$ cat src/rtl/lane_packer_16.sv
// Packs NUM_LANES words from a valid/ready stream into one lane vector, with early
// termination (zero padding) and output backpressure. Optional Pad_Count via LANE_PACKER_PAD_CNT_EN.
module lane_packer_16 #(
  parameter int DATA_WIDTH = 32,
  parameter int NUM_LANES  = 16
) (
  input  logic                            Clk,
  input  logic                            Rst,
  input  logic [DATA_WIDTH-1:0]           Data_In,
  input  logic                            Valid_In,
  input  logic                            Last_In,
  output logic                            Ready_In,
  output logic [NUM_LANES*DATA_WIDTH-1:0] Data_Out,
  output logic                            Valid_Out,
  input  logic                            Ready_Out
`ifdef LANE_PACKER_PAD_CNT_EN
  ,
  output logic [4:0]                      Pad_Count
`endif
);

  localparam int CW = $clog2(NUM_LANES);
  localparam int VW = NUM_LANES * DATA_WIDTH;
  localparam logic [CW-1:0] LAST_LANE = CW'(NUM_LANES - 1);

  typedef enum logic [0:0] {
    FILL = 1'b0,
    PEND = 1'b1
  } state_t;

  state_t        state;
  state_t        next_state;
  logic [CW-1:0] cnt;
  logic [VW-1:0] fill_buf;
  logic [VW-1:0] comp_vec;
  logic [VW-1:0] out_vec;
  logic          accept;
  logic          complete;
  logic          out_free;
  logic          load_out;

  assign accept   = Valid_In && Ready_In;
  assign out_free = !Valid_Out || Ready_Out;
  assign complete = accept && ((cnt == LAST_LANE) || Last_In);

  // Buffer lanes below cnt, the incoming word at cnt, zeros above it.
  always_comb begin
    comp_vec = '0;
    for (int k = 0; k < NUM_LANES; k++) begin
      if (CW'(k) < cnt) begin
        comp_vec[k*DATA_WIDTH +: DATA_WIDTH] = fill_buf[k*DATA_WIDTH +: DATA_WIDTH];
      end else if (CW'(k) == cnt) begin
        comp_vec[k*DATA_WIDTH +: DATA_WIDTH] = Data_In;
      end else begin
        comp_vec[k*DATA_WIDTH +: DATA_WIDTH] = {DATA_WIDTH{1'b0}};
      end
    end
  end

  // Next state and output-register load select.
  always_comb begin
    next_state = state;
    load_out   = 1'b0;
    out_vec    = comp_vec;
    case (state)
      FILL: begin
        if (complete && !out_free) begin
          next_state = PEND;
        end else begin
          next_state = FILL;
        end
        load_out = complete && out_free;
        out_vec  = comp_vec;
      end
      PEND: begin
        if (out_free) begin
          next_state = FILL;
        end else begin
          next_state = PEND;
        end
        load_out = out_free;
        out_vec  = fill_buf;
      end
      default: begin
        next_state = FILL;
        load_out   = 1'b0;
        out_vec    = comp_vec;
      end
    endcase
  end

  // State, lane counter, fill buffer and output registers.
  // Writing comp_vec on every accept leaves the padded vector in place if we stall into PEND.
  always_ff @(posedge Clk) begin
    if (Rst) begin
      state     <= FILL;
      Ready_In  <= 1'b1;
      cnt       <= '0;
      fill_buf  <= '0;
      Data_Out  <= '0;
      Valid_Out <= 1'b0;
    end else begin
      state    <= next_state;
      Ready_In <= (next_state == FILL);
      if (accept) begin
        fill_buf <= comp_vec;
      end
      if (complete) begin
        cnt <= '0;
      end else if (accept) begin
        cnt <= cnt + 1'b1;
      end
      if (load_out) begin
        Data_Out  <= out_vec;
        Valid_Out <= 1'b1;
      end else if (Ready_Out) begin
        Valid_Out <= 1'b0;
      end
    end
  end

`ifdef LANE_PACKER_PAD_CNT_EN
  logic [4:0] comp_pad;
  logic [4:0] pend_pad;
  logic [4:0] out_pad;

  assign comp_pad = 5'(NUM_LANES - 1) - 5'(cnt);
  assign out_pad  = (state == PEND) ? pend_pad : comp_pad;

  // Pad count travels with the vector through the PEND stall.
  always_ff @(posedge Clk) begin
    if (Rst) begin
      pend_pad  <= 5'd0;
      Pad_Count <= 5'd0;
    end else begin
      if (complete) begin
        pend_pad <= comp_pad;
      end
      if (load_out) begin
        Pad_Count <= out_pad;
      end
    end
  end
`else
  // No padding metadata is carried with the vector in this build.
`endif

endmodule
$ cat config.mk
export PLATFORM = sky130hd
export DESIGN_NAME = lane_packer_16
export DESIGN_NICKNAME = d
export VERILOG_FILES = /design/src/rtl/lane_packer_16.sv
export SDC_FILE = /design/constraint.sdc
export NUM_CORES = 2
export LEC_CHECK = 0
export BUFFER_PORTS_ARGS = -buffer_cell sky130_fd_sc_hd__buf_2
export CAP_MARGIN = 20
export CORE_UTILIZATION = 62
export DETAILED_ROUTE_END_ITERATION = 7
export GPL_ROUTABILITY_DRIVEN = 0
export PLACE_DENSITY_LB_ADDON = 0.3
export SETUP_SLACK_MARGIN = 0.4
export SKIP_LAST_GASP = 1
export SLEW_MARGIN = 30
export SYNTH_ARGS = -nofsm -noshare
export SYNTH_HDL_FRONTEND = slang
export SYNTH_SLANG_ARGS = --single-unit
$ cat constraint.sdc
create_clock -name Clk -period 5.9 [get_ports Clk]
set_input_delay 0.59 -clock Clk [delete_from_list [all_inputs] [get_ports Clk]]
set_output_delay 0.59 -clock Clk [all_outputs]
set_load 0.01 [all_outputs]
# == Word-level counts from Yosys, hierarchy flattened ==
# Index checks and enable logic that the tools add are counted.
# word_totals
in_bits,37
register_bits,1031
wordCells,91
output_inout_bits,514
# classes
eq_ne,16
magnitude_cmp,16
n_addsub,1
n_reduce_logical,11
muxes,39
bitwise_logic,2
# ops
cell,n
32-bit two-way mux,32
512-bit case mux with 2 select lines,1
"4-bit == test, first input constant",8
"4-bit less-than comparator, first input constant",8
"3-bit by 4-bit == test with 1-bit output, first input constant",4
"3-bit by 4-bit less-than comparator with 1-bit output, first input constant",4
"2-bit by 4-bit == test with 1-bit output, first input constant",2
"1-bit by 4-bit less-than comparator with 1-bit output, first input constant",2
"2-bit by 4-bit less-than comparator with 1-bit output, first input constant",2
"4-bit by 1-bit adder with 4-bit output, second input constant",1
"1-bit by 4-bit == test with 1-bit output, first input constant",1
"4-bit == test, second input constant",1
1-bit logical AND,4
4-bit zero test,1
1-bit two-way mux,4
1-bit case mux with 2 select lines,2
1-bit zero test,2
1-bit logical OR,2
1-bit NOT,2
2-bit nonzero test,1
2-bit OR reduction,1

# == Depth between registers and ports, before layout ==
# depth
depth_word,7
mapped_depth,9
ltp_nobuf,6

# == Least setup slack after synthesis ==
# No wires, ideal clock.
# synth_timing
path_type,flip-flop to flip-flop
startpoint,reg cnt[0]
endpoint,reg Data_Out[81]
arrival_ns,1.838
path_slack_ns,3.930
stages_incl_launch_ff,8
path_buffers,2
cell_sequence,dfxtp_1 -> ha_1 -> buf_4 -> nor4_4 -> clkbuf_1 -> and2b_1 -> a311oi_1 -> nor3_1
# synth_between
elab_chain_len,5
# synth_lines
item,line_no,text
start: declaration,33,logic [CW-1:0] cnt;
start signal: assignment,111,cnt <= cnt + 1'b1;
branches (longest 5 deep; another with 2-bit by 4-bit less-than comparator with 1-bit output),--,
end signal: assignment,114,Data_Out <= out_vec;
end: declaration,13,"output logic [NUM_LANES*DATA_WIDTH-1:0] Data_Out,"
# Parallel ways; which one is timed is not known.
# A chain may end at the register's enable or synchronous reset.

# == Worst setup path in the final report ==
# layout_timing
startpoint,reg cnt[1]
endpoint,reg Data_Out[222]
# layout_between
elab_chain_len,5
# layout_lines
item
branches (longest 5 deep; another with 3-bit by 4-bit less-than comparator with 1-bit output)
# Parallel ways; which one is timed is not known.

==> metrics <==
outcome finished clean; Die H 257 um; GRT Util Overall 39.3%; initial antenna violation count 3; Final Hold Fails 0; pin count of the biggest net entering global routing 217; highest routed layer met5; clock period minus worst slack 3660 ps; unrepaired setup endpoints after global routing false; Int Pwr 11.7 mW; final wirelength 136000 um; Synth area leader dfxtp_1; TritonCTS Sinks 1031; Net Sw Frac 25.6%; total grt overflow 0; share of the synthesized area in the top cell type 51.1%; met3 WL 16400 um; M1 WL 51100 um; Worst-Skew Late Latency 660 ps; final setup margin 2240 ps; # setup viols final 0; Synth Net Count 4677; fmax 0.273 GHz; NetSw 4.02 mW; synth unique cells 57; Avg Cell Area, Syn 8.70 um2; final net count 4827; PortBufs 550; Worst slew margin 25.2%; CTS max path bufs 3; Vias/cell 6.71; Routed WL per cell 23.8 um; final slew viol count 0; pre-CTS WS 2380 ps; dpl hpwl 74600 um; Post-synth ARST share 0%; overall via count from detail_route 38400; Worst Clk Skew 17.1 ps; Worst-Margin Slew 1120 ps; CP dominant cell by count buf_4; CP max-delay cell o221a_4; CTS tree built; layout cell share with drive strength beyond 1 17.7%; Seq/Total Area, Yosys 51.1%; Top FF cell, synth dfxtp_1; CP Cell Sequence ha_4 > and3_1 > buf_4 > o221a_4 > buf_4 > nor2_1 > nor3_1; Sequential Power Share 47.3%; crit path max fanout 62; worst hold path type flop to flop; Final Cell Area 46100 um2; Die ar. 66100 um2; hold buffers post-CTS 0; VDD IR max 0.270 mV; I/O pin count 551; Arrival @ worst endpoint 4200 ps; vias in the first global route 34400; Power Dens Cells 340 nW/um2; final worst-path cycle share 62.0%; most frequent cells in the layout 1028 x dfxtp_1, 902 x nor2_1, 536 x buf_2; Post-synth EDFFs 0; CP Capture Type flop; DR pass1 iterations 6; leading post-synthesis cells by cell area dfxtp_1 51%, nor2_1 8.5%, a221oi_1 7.6%; post-synthesis mux area share 0.794%; post-CTS setup buffers 0; P_leak 17.9 nW; final hold slack 451 ps; global-route wire length before repair 205000 um; Comb pwr share 9.9%; Util after Layout 71.6%; reg2reg path depth 7; critical path class flop to flop; Synth Area in Simple Gates 19.6%; hold path cells 2; Core Area 64300 um2; #FFs+latches synth 1031; initial core utilization 62.7%; Area after DPL 42600 um2; DRC errors left 0; Reg-to-Reg End Data_Out[222]; drt initial violations 5942; met2 wire len 60400 um; main combinational cell family by area after synthesis compound AO/OA/AOI/OAI gates; clock share of power 42.8%; post-CTS sizing 0; Die Wd 257 um; fraction of the mapped netlist area in compound gates 21.9%; Post-Synth Adder-Cell Area 0.0930%; Clock transition at path regs 70 ps; max incr delay on CP 830 ps; Cell Area, Synth 40400 um2; root buffer cell clkbuf_16; Post-Synth XOR/XNOR Area 0.0434%; Max-Cap Viols 0; Std-Cell Rows 93; Reg-to-Reg Start cnt[1]; antenna viol nets, final 0; hold_sp fill_buf[87]; Crit path required time 6440 ps; CTS H-Tree Depth 3; reg2reg setup slack 2240 ps; CTS buffer count 98; setup TNS 0 ps; P&R area growth vs syn 14.1%; Cells after Synth 4637; Startpoint Class flop; Yosys warnings 0; Hold EP fill_buf[87]; most common cell after layout, fill and taps aside dfxtp_1
## cells by family after synthesis
family,after synthesis
XOR/XNOR,2
adder cells (fa/ha/maj),3
AO/OA/AOI/OAI,1168
multiplexers,32
AND/OR/NAND/NOR,1813
buffers and inverters,588
flip-flops,1031
## routing by layer
layer	vias up	global-route usage (%)
met5	-	0
met4	2	22.7
met3	464	8.76
met2	2545	58.3
met1	18400	52.6
li1	17100	-
## worst max-delay path: cells and delay by family, from the launching register on
| family | cells | cell delay (ps) |
|---|---|---|
| AOI/OAI and AO/OA | 1 | 830 |
| buffers and inverters | 2 | 1090 |
| DFF | 1 | 520 |
| adders and majority gates | 1 | 460 |
| and+or+nand+nor | 3 | 630 |
## worst max path at each step
stage | from | end | slack [ps]
after global placement | cnt[1] | Data_Out[176] | 2480
final | cnt[1] | Data_Out[222] | 2240
after global routing | cnt[1] | Data_Out[222] | 2050
after CTS | cnt[1] | Data_Out[222] | 2300
after detailed placement | cnt[1] | Data_Out[180] | 2380
after floorplan | cnt[0] | Data_Out[81] | 3930
## state kept, by name (all words and copies together) (netlist names)
name	cells
Data_Out	512
Ready_In	1
Valid_Out	1
cnt	4
fill_buf	512
state	1
## Yosys cell counts, types with 2 or more instances
master / instances
nor3_1: 416
nand2b_1: 9
clkbuf_1: 367
buf_6: 11
nor3b_1: 32
o21ai_0: 86
nand4_1: 2
a21o_1: 2
nor2b_1: 25
a22oi_1: 352
a211oi_2: 10
mux2i_1: 32
o21ai_1: 14
nor2_2: 2
buf_2: 165
a221oi_1: 350
nor2_1: 917
a311oi_1: 65
buf_1: 12
nand2_1: 241
dfxtp_1: 1031
ha_1: 3
a32oi_1: 64
nand3_1: 131
and2_1: 2
or2_2: 2
o21bai_1: 4
nor3_2: 5
or4_1: 2
a21oi_1: 130
or3_1: 4
inv_1: 3
and2b_1: 8
buf_4: 28
a211oi_1: 87
nand3b_1: 2
## metrics by stage
| stage | power [mW] | std cells |
|---|---|---|
| 2_1_floorplan | 8.46 | 4637 |
| 3_3_place_gp | 9.04 | 5541 |
| 3_5_place_dp | 9.07 | 5541 |
| 4_1_cts | 15.6 | 5723 |
| 5_1_grt | 16.1 | 5725 |
| 6_report | 15.7 | 5726 |
## cell type report
cell class | instances | area, um2
Antenna cell | 2 | 5.00
Clock buffer | 147 | 2980
Clock inverter | 35 | 494
Fill cell | 4822 | 18300
Inverter | 3 | 11.3
Multi-Input combinational cell | 3018 | 17300
Sequential cell | 1031 | 20600
Tap cell | 855 | 1070
Timing Repair Buffer | 635 | 3560
## power by group through the flow
stage          clock, mW  sequential, mW  combinational (mW)
2_1_floorplan          0            7.59               0.863
3_3_place_gp           0            7.56                1.48
3_5_place_dp           0            7.56                1.51
4_1_cts             6.72            7.41                1.52
5_1_grt             7.02            7.42                1.67
6_report            6.71            7.42                1.56
Power figures use the tool's default switching activity.
